## src/rtl/spi_slave_rx.sv

```systemverilog
// spi_slave_rx: oversampled SPI receiver that turns LSB-first frames on cs/sclk/mosi into parallel words on a valid/ready output
module spi_slave_rx #(
    parameter int DATA_W      = 12,
    parameter int SYNC_STAGES = 2
) (
    input  logic              clk,
    input  logic              rst,
    input  logic              cs,
    input  logic              sclk,
    input  logic              mosi,
    output logic [DATA_W-1:0] dout,
    output logic              dout_valid,
    input  logic              dout_ready,
    output logic              busy,
    output logic              frame_err,
    output logic              overrun
);
    localparam int CW = $clog2(DATA_W + 1);
    localparam logic [1:0] IDLE = 2'd0;
    localparam logic [1:0] RECV = 2'd1;
    localparam logic [1:0] DONE = 2'd2;

    logic [SYNC_STAGES-1:0] cs_sync, sclk_sync, mosi_sync;
    logic                   cs_d, sclk_d, mosi_d;
    logic                   cs_fall, cs_rise, sclk_fall;
    logic [1:0]             state;
    logic [CW-1:0]          bitcnt;
    logic [DATA_W-1:0]      shreg;
    logic                   extra;
    logic                   done, good;

    assign done = state == DONE;
    assign good = bitcnt == CW'(DATA_W) && !extra;
    assign busy = state != IDLE;

    // Synchronizer chains plus one delay flop per input; all reset low so cs held low through reset never looks like a fall
    always_ff @(posedge clk) begin
        if (rst) begin
            cs_sync   <= '0;
            sclk_sync <= '0;
            mosi_sync <= '0;
            cs_d      <= 1'b0;
            sclk_d    <= 1'b0;
            mosi_d    <= 1'b0;
        end else begin
            cs_sync   <= {cs_sync[SYNC_STAGES-2:0], cs};
            sclk_sync <= {sclk_sync[SYNC_STAGES-2:0], sclk};
            mosi_sync <= {mosi_sync[SYNC_STAGES-2:0], mosi};
            cs_d      <= cs_sync[SYNC_STAGES-1];
            sclk_d    <= sclk_sync[SYNC_STAGES-1];
            mosi_d    <= mosi_sync[SYNC_STAGES-1];
        end
    end

    // Registered edge pulses; mosi_d is aligned with the sample that produced sclk_fall
    always_ff @(posedge clk) begin
        if (rst) begin
            cs_fall   <= 1'b0;
            cs_rise   <= 1'b0;
            sclk_fall <= 1'b0;
        end else begin
            cs_fall   <= cs_d & ~cs_sync[SYNC_STAGES-1];
            cs_rise   <= ~cs_d & cs_sync[SYNC_STAGES-1];
            sclk_fall <= sclk_d & ~sclk_sync[SYNC_STAGES-1];
        end
    end

    // Frame FSM: a bit landing together with cs rise is still captured before DONE
    always_ff @(posedge clk) begin
        if (rst) begin
            state  <= IDLE;
            bitcnt <= '0;
            shreg  <= '0;
            extra  <= 1'b0;
        end else if (state == IDLE) begin
            if (cs_fall) begin
                shreg  <= '0;
                bitcnt <= '0;
                extra  <= 1'b0;
                state  <= RECV;
            end
        end else if (state == RECV) begin
            if (sclk_fall && bitcnt < CW'(DATA_W)) begin
                shreg[bitcnt] <= mosi_d;
                bitcnt        <= bitcnt + CW'(1);
            end else if (sclk_fall) begin
                extra <= 1'b1;
            end
            if (cs_rise)
                state <= DONE;
        end else begin
            state <= IDLE;
        end
    end

    // Output slot: a good frame loads only if the slot is empty or draining now; otherwise it is dropped as overrun
    always_ff @(posedge clk) begin
        if (rst) begin
            dout       <= '0;
            dout_valid <= 1'b0;
            frame_err  <= 1'b0;
            overrun    <= 1'b0;
        end else begin
            frame_err <= done & ~good;
            overrun   <= done & good & dout_valid & ~dout_ready;
            if (done && good && (!dout_valid || dout_ready)) begin
                dout       <= shreg;
                dout_valid <= 1'b1;
            end else if (dout_ready) begin
                dout_valid <= 1'b0;
            end
        end
    end
endmodule

```

## config.mk

```make
export PLATFORM = sky130hd
export DESIGN_NAME = spi_slave_rx
export DESIGN_NICKNAME = d
export VERILOG_FILES = /design/src/rtl/spi_slave_rx.sv
export SDC_FILE = /design/constraint.sdc
export NUM_CORES = 1
export LEC_CHECK = 0
export CAP_MARGIN = 25
export CORE_MARGIN = 2
export CORE_UTILIZATION = 39
export CTS_BUF_LIST = sky130_fd_sc_hd__clkbuf_2 sky130_fd_sc_hd__clkbuf_4 sky130_fd_sc_hd__clkbuf_8
export DETAILED_ROUTE_END_ITERATION = 7
export PLACE_DENSITY = 0.59
export SLEW_MARGIN = 20
export SYNTH_ARGS = -nofsm -noshare
export SYNTH_HDL_FRONTEND = slang
export SYNTH_SLANG_ARGS = --single-unit
export TNS_END_PERCENT = 10
```

## constraint.sdc

```tcl
create_clock -name clk -period 2.4 [get_ports clk]
set_clock_uncertainty 0.2 [all_clocks]
set_input_delay 0.6 -clock clk [delete_from_list [all_inputs] [get_ports clk]]
set_output_delay 0.6 -clock clk [all_outputs]
set_load 0.005 [all_outputs]
```

-- Word-level counts from Yosys, hierarchy flattened
Cells that the tools add are included.
- add/subtract/negate cells: 1
- magnitude comparators: 3
- equal/unequal tests: 6
- muxes and demuxes: 22
- bitwise logic cells: 12
- reductions and logical operators: 17
- operators with widths (kind ; number):
    12-bit 2-to-1 mux ; 4
    4-bit 2-to-1 mux ; 4
    12-bit bitwise mux ; 1
    2-bit nonzero test ; 5
    1-bit 2-to-1 mux ; 8
    2-bit 2-to-1 mux ; 4
    1-bit AND ; 7
    1-bit logical AND ; 5
    4-bit by 5-bit < comparator with 1-bit output, second input constant ; 1
    1-bit inverter ; 5
    4-bit by 1-bit adder with 4-bit output, second input constant ; 1
    1-bit demux with 4-bit select ; 1
    4-bit equality test, second input constant ; 1
    4-bit by 1-bit greater-or-equal comparator with 1-bit output, second input constant ; 1
    4-bit < comparator, second input constant ; 1
    2-bit inequality test, second input constant ; 2
    4-bit AND reduction ; 1
    3-bit inequality test, second input constant ; 1
    3-bit AND reduction ; 1
    2-bit by 1-bit equality test with 1-bit output, second input constant ; 1
    2-bit equality test, second input constant ; 1
    1-bit zero test ; 2
    2-bit zero test ; 1
    2-bit AND reduction ; 1
    1-bit logical OR ; 1
- flip-flop bits (word level): 46
- bits of input ports: 6
- output and inout port bits: 16
- logic and storage cells: 78

-- Depth between registers and ports, before layout
- depth after elaboration: 8
- gate-level depth with buffers: 8
- gate-level depth less buffers: 6

-- Least setup slack after synthesis
OpenSTA, ideal clock, no wires.
- kind: register to register
- from: reg bitcnt[0]
- to: reg dout[10]
- setup time: 0.128 ns
- data arrival time: 1.472 ns
- required time: 2.072 ns
- slack: 0.600 ns
- cell stages (with the launch flop): 9
- buffers on the path: 2
- period minus slack after synthesis: 1.800 ns
- cells stage by stage: dfxtp_1 inv_1 ha_1 and4b_1 and4b_1 buf_2 buf_6 mux2i_1 nor2_1
- cells in the longest elaborated chain, start to end: 4
- RTL lines (what ; line ; RTL):
    start: declaration ; 27 ; logic [CW-1:0] bitcnt;
    start signal: assignment ; 85 ; bitcnt <= bitcnt + CW'(1);
    4-bit equality test ; 33 ; assign good = bitcnt == CW'(DATA_W) && !extra;
    1-bit logical AND ; 33 ;
    1-bit logical AND (2 in series) ; 106 ; if (done && good && (!dout_valid || dout_ready)) begin
    end signal: assignment ; 107 ; dout <= shreg;
    end: declaration ; 11 ; output logic [DATA_W-1:0] dout,
No other way between the ends.
A chain may end at the register's enable or synchronous reset.

-- Worst setup path after layout
- from: reg state[0]
- to: out busy
- cells in the longest elaborated chain, start to end: 1
- RTL lines (what ; line ; RTL):
    start: declaration ; 26 ; logic [1:0] state;
    start signal: assignment ; 71 ; state <= IDLE;
    start signal: assignment ; 80 ; state <= RECV;
    start signal: assignment ; 90 ; state <= DONE;
    2-bit nonzero test ; 34 ; assign busy = state != IDLE;
    end: declaration ; 14 ; output logic busy,
No other way between the ends.

==> results.toml <==
[run_status]
status = "complete, no violations"

[synthesis]
synthSimpleGateAreaFrac = 0.1975
synth_compound_area_frac = 0.1495
yosys.area_share.xor_xnor = 0
syn_area_um2 = 1824
synth_cell_types = 33
ys_warn_count = 0
syn_area_per_cell_um2 = 9.403
synth_top_family_by_area = "simple AND/OR/NAND/NOR gates"
netlist_instances = 194
yosysSeqAreaShare = 0.5048
syn-num-nets = 204
synth-seq-cells = 46
synthAdderAreaFrac = 0.02743
muxShareOfSynthArea = 0.07133

[flow_run]
cap_violations = 0

[final_layout]
area_growth_pct = 20.58
layout.nets = 228
insertedDiodeCount = 0
drive_above_1_share = 0.07763
fill_cells = 428
final_area_um2 = 2200

[floorplanning]
die_area_um2 = 5240
io-pin-count = 22
start_util = 0.4105
rows = 24
die_w_um = 72.39
die_y_um = 72.39
core_area_um2 = 4444

[sta]
drv_slew = 0
period_minus_slack_ns = 2.067
setup_viol = 0
max-slew-margin-rel = 0.7483
hold_viol = 0
max_freq_mhz = 483.8
tightest_slew_ns = 0.3741
grt_setup_unrepaired = "false"
fin_tns_setup_ns = 0
hold_slack_ns = 0.2151
post-route-period-util = 0.8612

[power]
power_density_nw_per_um2 = 591.7
peakVddDrop_mv = 0.3054
p_leak_nw = 0.7600

[route]
wl_um = 3418
drc = 0
ant_nets = 0
wl_per_cell_um = 12.61
vias = 1444
drtIter0Drc = 90
routed_via_density = 5.328
drt-pass1-iter-count = 4

[global_routing]
track_usage = 0.1518
grt_overflow = 0
grt_pass1_wl_um = 6189
grt_pass1_vias = 1391
antenna_found_initial = 0
grt_max_degree = 23

[hold_path]
hold_depth = 1
hp-start = "cs_d$_SDFF_PP0_"
hold_end = "cs_rise$_SDFF_PP0_"
worstHoldPathType = "flip-flop to flip-flop"

[cts]
h-tree-depth = 2
cts_setup_buffers = 0
clk_pin_slew_worst_paths_ns = 0.08
tritoncts = "yes"
root_buffer = "clkbuf_8"
clockBufferDepth = 2
cts_made_buffers = 5
post_cts_resized = 0
cts.sinks = 46
cts_hold_buf = 0
clock_latency_ns = 0.29

[worst_setup_path]
r2r_slack_ns = 0.51
endpoint_kind = "output pin"
r2r-end = "shreg[3]$_SDFFE_PP0P_"
cp_max_fo = 2
critical_path_arrival_ns = 1.27
start_kind = "flip-flop"
reg2reg_depth = 5
critical_path_class = "flip-flop to output pin"
required_ns = 1.60
r2r-start = "bitcnt[0]$_SDFFE_PP0P_"

[place]
routabilityCongestion = 0.8727
io_buffers = 21
dpl-instance-area_um2 = 2105
place_hpwl_um = 2454
## cells by family after synthesis
logic type / Yosys count
simple gates: 66
compound gates: 46
flops: 46
buf+inv: 19
mux: 13
fa+ha+maj: 4
## metrics by stage
step                      worst slack (ns)  std cells  utilization  power (mW)
after floorplan                     0.6003        194            -      0.8128
after global placement              0.2510        263       0.4735      0.8314
after detailed placement            0.2163        263       0.4735      0.8328
after CTS                           0.3245        271       0.4949       1.319
after global routing                0.2521        271       0.4949       1.364
final                               0.3331        271       0.4949       1.302
## worst max-delay path by stage
stage                                      start                endpoint  depth (start not counted)
after global placement                       rst  bitcnt[0]$_SDFFE_PP0P_                          4
after floorplan           bitcnt[0]$_SDFFE_PP0P_   dout[10]$_SDFFE_PP0P_                          8
after global routing       state[0]$_SDFFE_PP0P_                    busy                          3
after CTS                  state[0]$_SDFFE_PP0P_                    busy                          3
after detailed placement              dout_ready    dout[7]$_SDFFE_PP0P_                          6
final                      state[0]$_SDFFE_PP0P_                    busy                          3
## sequential cells by signal (all words and copies together) (netlist names)
signal / flops
dout: 12
shreg: 12
bitcnt: 4
cs_sync: 2
mosi_sync: 2
sclk_sync: 2
state: 2
cs_d: 1
cs_fall: 1
cs_rise: 1
dout_valid: 1
extra: 1
frame_err: 1
mosi_d: 1
overrun: 1
sclk_d: 1
sclk_fall: 1
## synthesized netlist by cell type, drive strengths merged
cell type | n | area share
nand3b | 2 | 0.0082
dfxtp | 46 | 0.50
nor4 | 2 | 0.0069
a21oi | 22 | 0.060
a32o | 1 | 0.0055
o21a | 3 | 0.012
ha | 4 | 0.027
nand2 | 7 | 0.014
o31a | 2 | 0.0096
inv | 8 | 0.016
nor3b | 2 | 0.0082
nor3 | 4 | 0.011
nor2 | 18 | 0.037
or3 | 2 | 0.0069
mux2i | 13 | 0.071
and3 | 1 | 0.0034
and4b | 2 | 0.011
a32oi | 1 | 0.0048
a41oi | 1 | 0.0048
clkbuf | 7 | 0.015
a31oi | 1 | 0.0069
or2b | 1 | 0.0041
nor2b | 15 | 0.051
or4 | 1 | 0.0041
o311ai | 1 | 0.0048
a2111oi | 1 | 0.0048
o21ai | 13 | 0.036
nand2b | 6 | 0.021
buf | 4 | 0.018
nand3 | 2 | 0.0055
or2 | 1 | 0.0048
## critical path, stage by stage, from the launching register on
cell,delay [ns]
dfxtp_1,0.31
nor2_1,0.16
inv_1,0.06
clkdlybuf4s50_1,0.44
## routing by layer
metal  GRT usage  part of all wire
met5           0                 0
met4     0.08025             0.022
met3     0.04306             0.037
met2      0.2426              0.49
met1      0.1858              0.46
## power breakdown
part	total, mW	internal [mW]	switching [mW]	leakage [nW]
logic	0.0405	0.0198	0.0207	0.336
clock network	0.488	0.244	0.244	0.0517
registers	0.773	0.770	0.00330	0.372
total	1.30	1.03	0.268	0.760
## cell usage in the layout, fill, tap and decap left out, types with 2 or more instances in the layout
cell / instances
nand2_1: 7
and4b_1: 2
clkbuf_8: 6
nand3b_1: 2
nor2b_1: 15
buf_4: 6
nor3b_1: 2
ha_1: 4
dfxtp_1: 46
mux2i_1: 13
o21ai_0: 13
inv_1: 8
a21oi_1: 22
clkdlybuf4s50_1: 21
nor3_1: 4
o21a_1: 3
nor2_1: 18
o31a_1: 2
nand2b_1: 6
nor4_1: 2
or3_1: 2
nand3_1: 2
## area by class of cell
type	count	area (µm²)	share of cell area
flip-flops and latches	46	920.9	0.4187
well taps	52	65.06	0.02958
multi-input cells	129	813.3	0.3697
repair buffers	28	275.3	0.1251
clock inverters	1	5.005	0.002275
clock buffers	7	90.09	0.04096
inverters	8	30.03	0.01365
Power figures use the tool's default switching activity.
==> patch, RTL diff (same settings) <==
Compare `bitcnt` against `CW'(DATA_W)` with >= in place of ==.
--- a/src/rtl/spi_slave_rx.sv
+++ b/src/rtl/spi_slave_rx.sv
@@ -30,7 +30,7 @@
     logic                   done, good;
 
     assign done = state == DONE;
-    assign good = bitcnt == CW'(DATA_W) && !extra;
+    assign good = bitcnt >= CW'(DATA_W) && !extra;
     assign busy = state != IDLE;
 
     // Synchronizer chains plus one delay flop per input; all reset low so cs held low through reset never looks like a fall
Behaviour: same outputs for any inputs over 10 cycles, from zero or initial values and one cycle with rst high; that may be too few to reach the edited logic, so the function may still have changed.
==> patch against the original RTL <==
- combinational power fell by 9.9%
- synthesized area rose by 0.55%
- wire length down 5.6%
- critical path type unchanged
- design area up 0.17%
- first-iteration DRC count shrank 60%
- power increased by 6.7%
- clock power grew 19%
- critical path depth did not move
- setup slack worse by 0.093 ns
- sequential cell count unchanged
==> patch: results (changes against the original RTL) <==
[sta]
max-slew-margin-rel_pct=48.33  ; -26 points
final_period_minus_worst_setup_slack_ns=2.160  ; +0.09296 ns
final.hold.worst_slack_ns=0.2063  ; -0.008855 ns

[final_layout]
drive_gt1_share_pct=8.824  ; +1.1 points
fillerInstances=407  ; -4.9%
antenna-diode-count=0  ; unchanged
biggestRegsByFlops=dout x12, shreg x12, bitcnt x4
num-nets-final=213  ; -6.6%

[min_path]
hold_path_depth=1  ; unchanged
hp-start=cs_d
hold_path_endpoint=cs_rise
hp-class=reg -> reg

[placement]
post-place-ws_ns=0.1203  ; -0.09604 ns
numPortBuffers=21  ; unchanged
dp.final_hpwl_um=2274  ; -7.4%
routabilityCongestion=0.8266  ; -5.3%

[clock_tree]
cts_repair_resize_count=0  ; unchanged
cts-buffers-inserted=5  ; unchanged
cts-root-buf=sky130_fd_sc_hd__clkbuf_8
number_of_levels_in_the_clock_h_tree=2  ; unchanged
ctsLongestPathBuffers=2  ; unchanged
postCtsSetupBuffers=0  ; unchanged
cts.reportedPaths.clkPinSlew_ns=0.08  ; about the same
worst_skew_pair.late_latency_ns=0.30

[drt]
wl_per_cell_um=12.61  ; about the same
route.vias.total=1325  ; -8.2%
drtIter0Drc=36  ; -60%
first_pass_iteration_count_of_the_detailed_router=4  ; unchanged

[critical_path]
cp.arrival_ns=1.36  ; +0.09 ns
rrSetupSlack_ns=0.42  ; -0.09 ns
ff2ff_path_depth=4  ; -1
crit_family=buffers and inverters
critPathMaxStageDelay_ns=0.49  ; +0.05 ns
rr_endpoint=shreg[11]
critical_path.reg2reg.startpoint=bitcnt[2]
cpMaxStageDelayCell=sky130_fd_sc_hd__clkdlybuf4s50_1
path_max_fanout=7  ; +5

[status]
outcome=complete, no violations

[grt]
grtUsageMet2_pct=21.31  ; -2.9 points
global_route_wire_length_before_repair_um=5740  ; -7.3%
largest_net_degree_at_the_start_of_global_routing=21  ; -8.7%
groute.layer.met3.usage_pct=4.558  ; +0.25 points
number_of_antenna_violations_at_the_first_check_in_global_routing=0  ; unchanged
grt_usage_pct=14.08  ; -1.1 points
gr-usage-met1_pct=18.39  ; -0.19 points

[synthesis]
synth.area.top_cells=sky130_fd_sc_hd__dfxtp_1 (50%), sky130_fd_sc_hd__mux2i_1 (7.1%), sky130_fd_sc_hd__nor2b_1 (4.4%)
synthFlopType=sky130_fd_sc_hd__dfxtp_1
asyncSetResetFlopFracSynth_pct=0  ; unchanged
netlist_top_cells_count=sky130_fd_sc_hd__dfxtp_1 (46), sky130_fd_sc_hd__a21oi_1 (16), sky130_fd_sc_hd__nor2_1 (15), sky130_fd_sc_hd__mux2i_1 (13), sky130_fd_sc_hd__nor2b_1 (13)
number_of_distinct_library_cells_after_synthesis=36  ; +9.1%
yosysWarnings=0  ; unchanged
synth_fp_nets=192  ; -5.9%
synth_seq_area_share_pct=50.20  ; -0.28 points

[power]
power.leakage_nw=0.7541  ; -0.78%
ir_worst_vdd_v=0.0003909  ; +28%

-- patch: changes by cell type in the layout (fill, tap and decap cells not counted), sizes merged, moves of 3 or more --
cell    change
nor2        -3
o21ai       -6
a21oi       -6
a211oi     +10
nor3b       +3
-- patch: worst max path at each step --
| stage | from | to | depth (start not counted) |
|---|---|---|---|
| 2_1_floorplan | dout_ready | dout[10] | 5 |
| 3_3_place_gp | dout_ready | dout[11] | 6 |
| 3_5_place_dp | dout_ready | dout[6] | 6 |
| 4_1_cts | state[1] | busy | 3 |
| 5_1_grt | state[1] | busy | 3 |
| 6_report | state[1] | busy | 3 |
-- patch: through the flow --
step	cell area, um^2	total power [mW]	cells
2_1_floorplan	1834	0.8122	182
3_3_place_gp	2090	0.8269	248
3_5_place_dp	2090	0.8274	248
4_1_cts	2203	1.405	256
5_1_grt	2203	1.443	256
6_report	2203	1.389	256
-- patch: kinds of logic (layout without fill, tap and decap cells) --
kind of cell	count (synthesis)	count (layout)	share of synthesized area, %
and+or+nand+nor	62	62	22.17
DFF	46	46	50.20
AOI/OAI and AO/OA	39	39	12.76
buffers and inverters	18	40	5.048
muxes	13	13	7.094
adders and majority gates	4	4	2.729
-- patch: layout make-up --
| class | count | area share [%] |
|---|---|---|
| clock inverters | 1 | 1.363 |
| repair buffers | 26 | 11.81 |
| multi-input cells | 118 | 37.25 |
| clock buffers | 7 | 3.805 |
| inverters | 6 | 1.022 |
| well taps | 52 | 2.953 |
| flip-flops and latches | 46 | 41.79 |
-- patch: report_power, final --
group	leakage (nW)	internal (mW)	switching (mW)
clock	0.0593	0.334	0.246
combinational	0.323	0.0176	0.0190
sequential	0.372	0.770	0.00255
total	0.754	1.12	0.267
-- patch: metal layers --
metal / vias up / wire (um)
met5: - / 0
met4: 0 / 69
met2: 22 / 1398
li1: 678 / -
met1: 619 / 1637
met3: 6 / 123
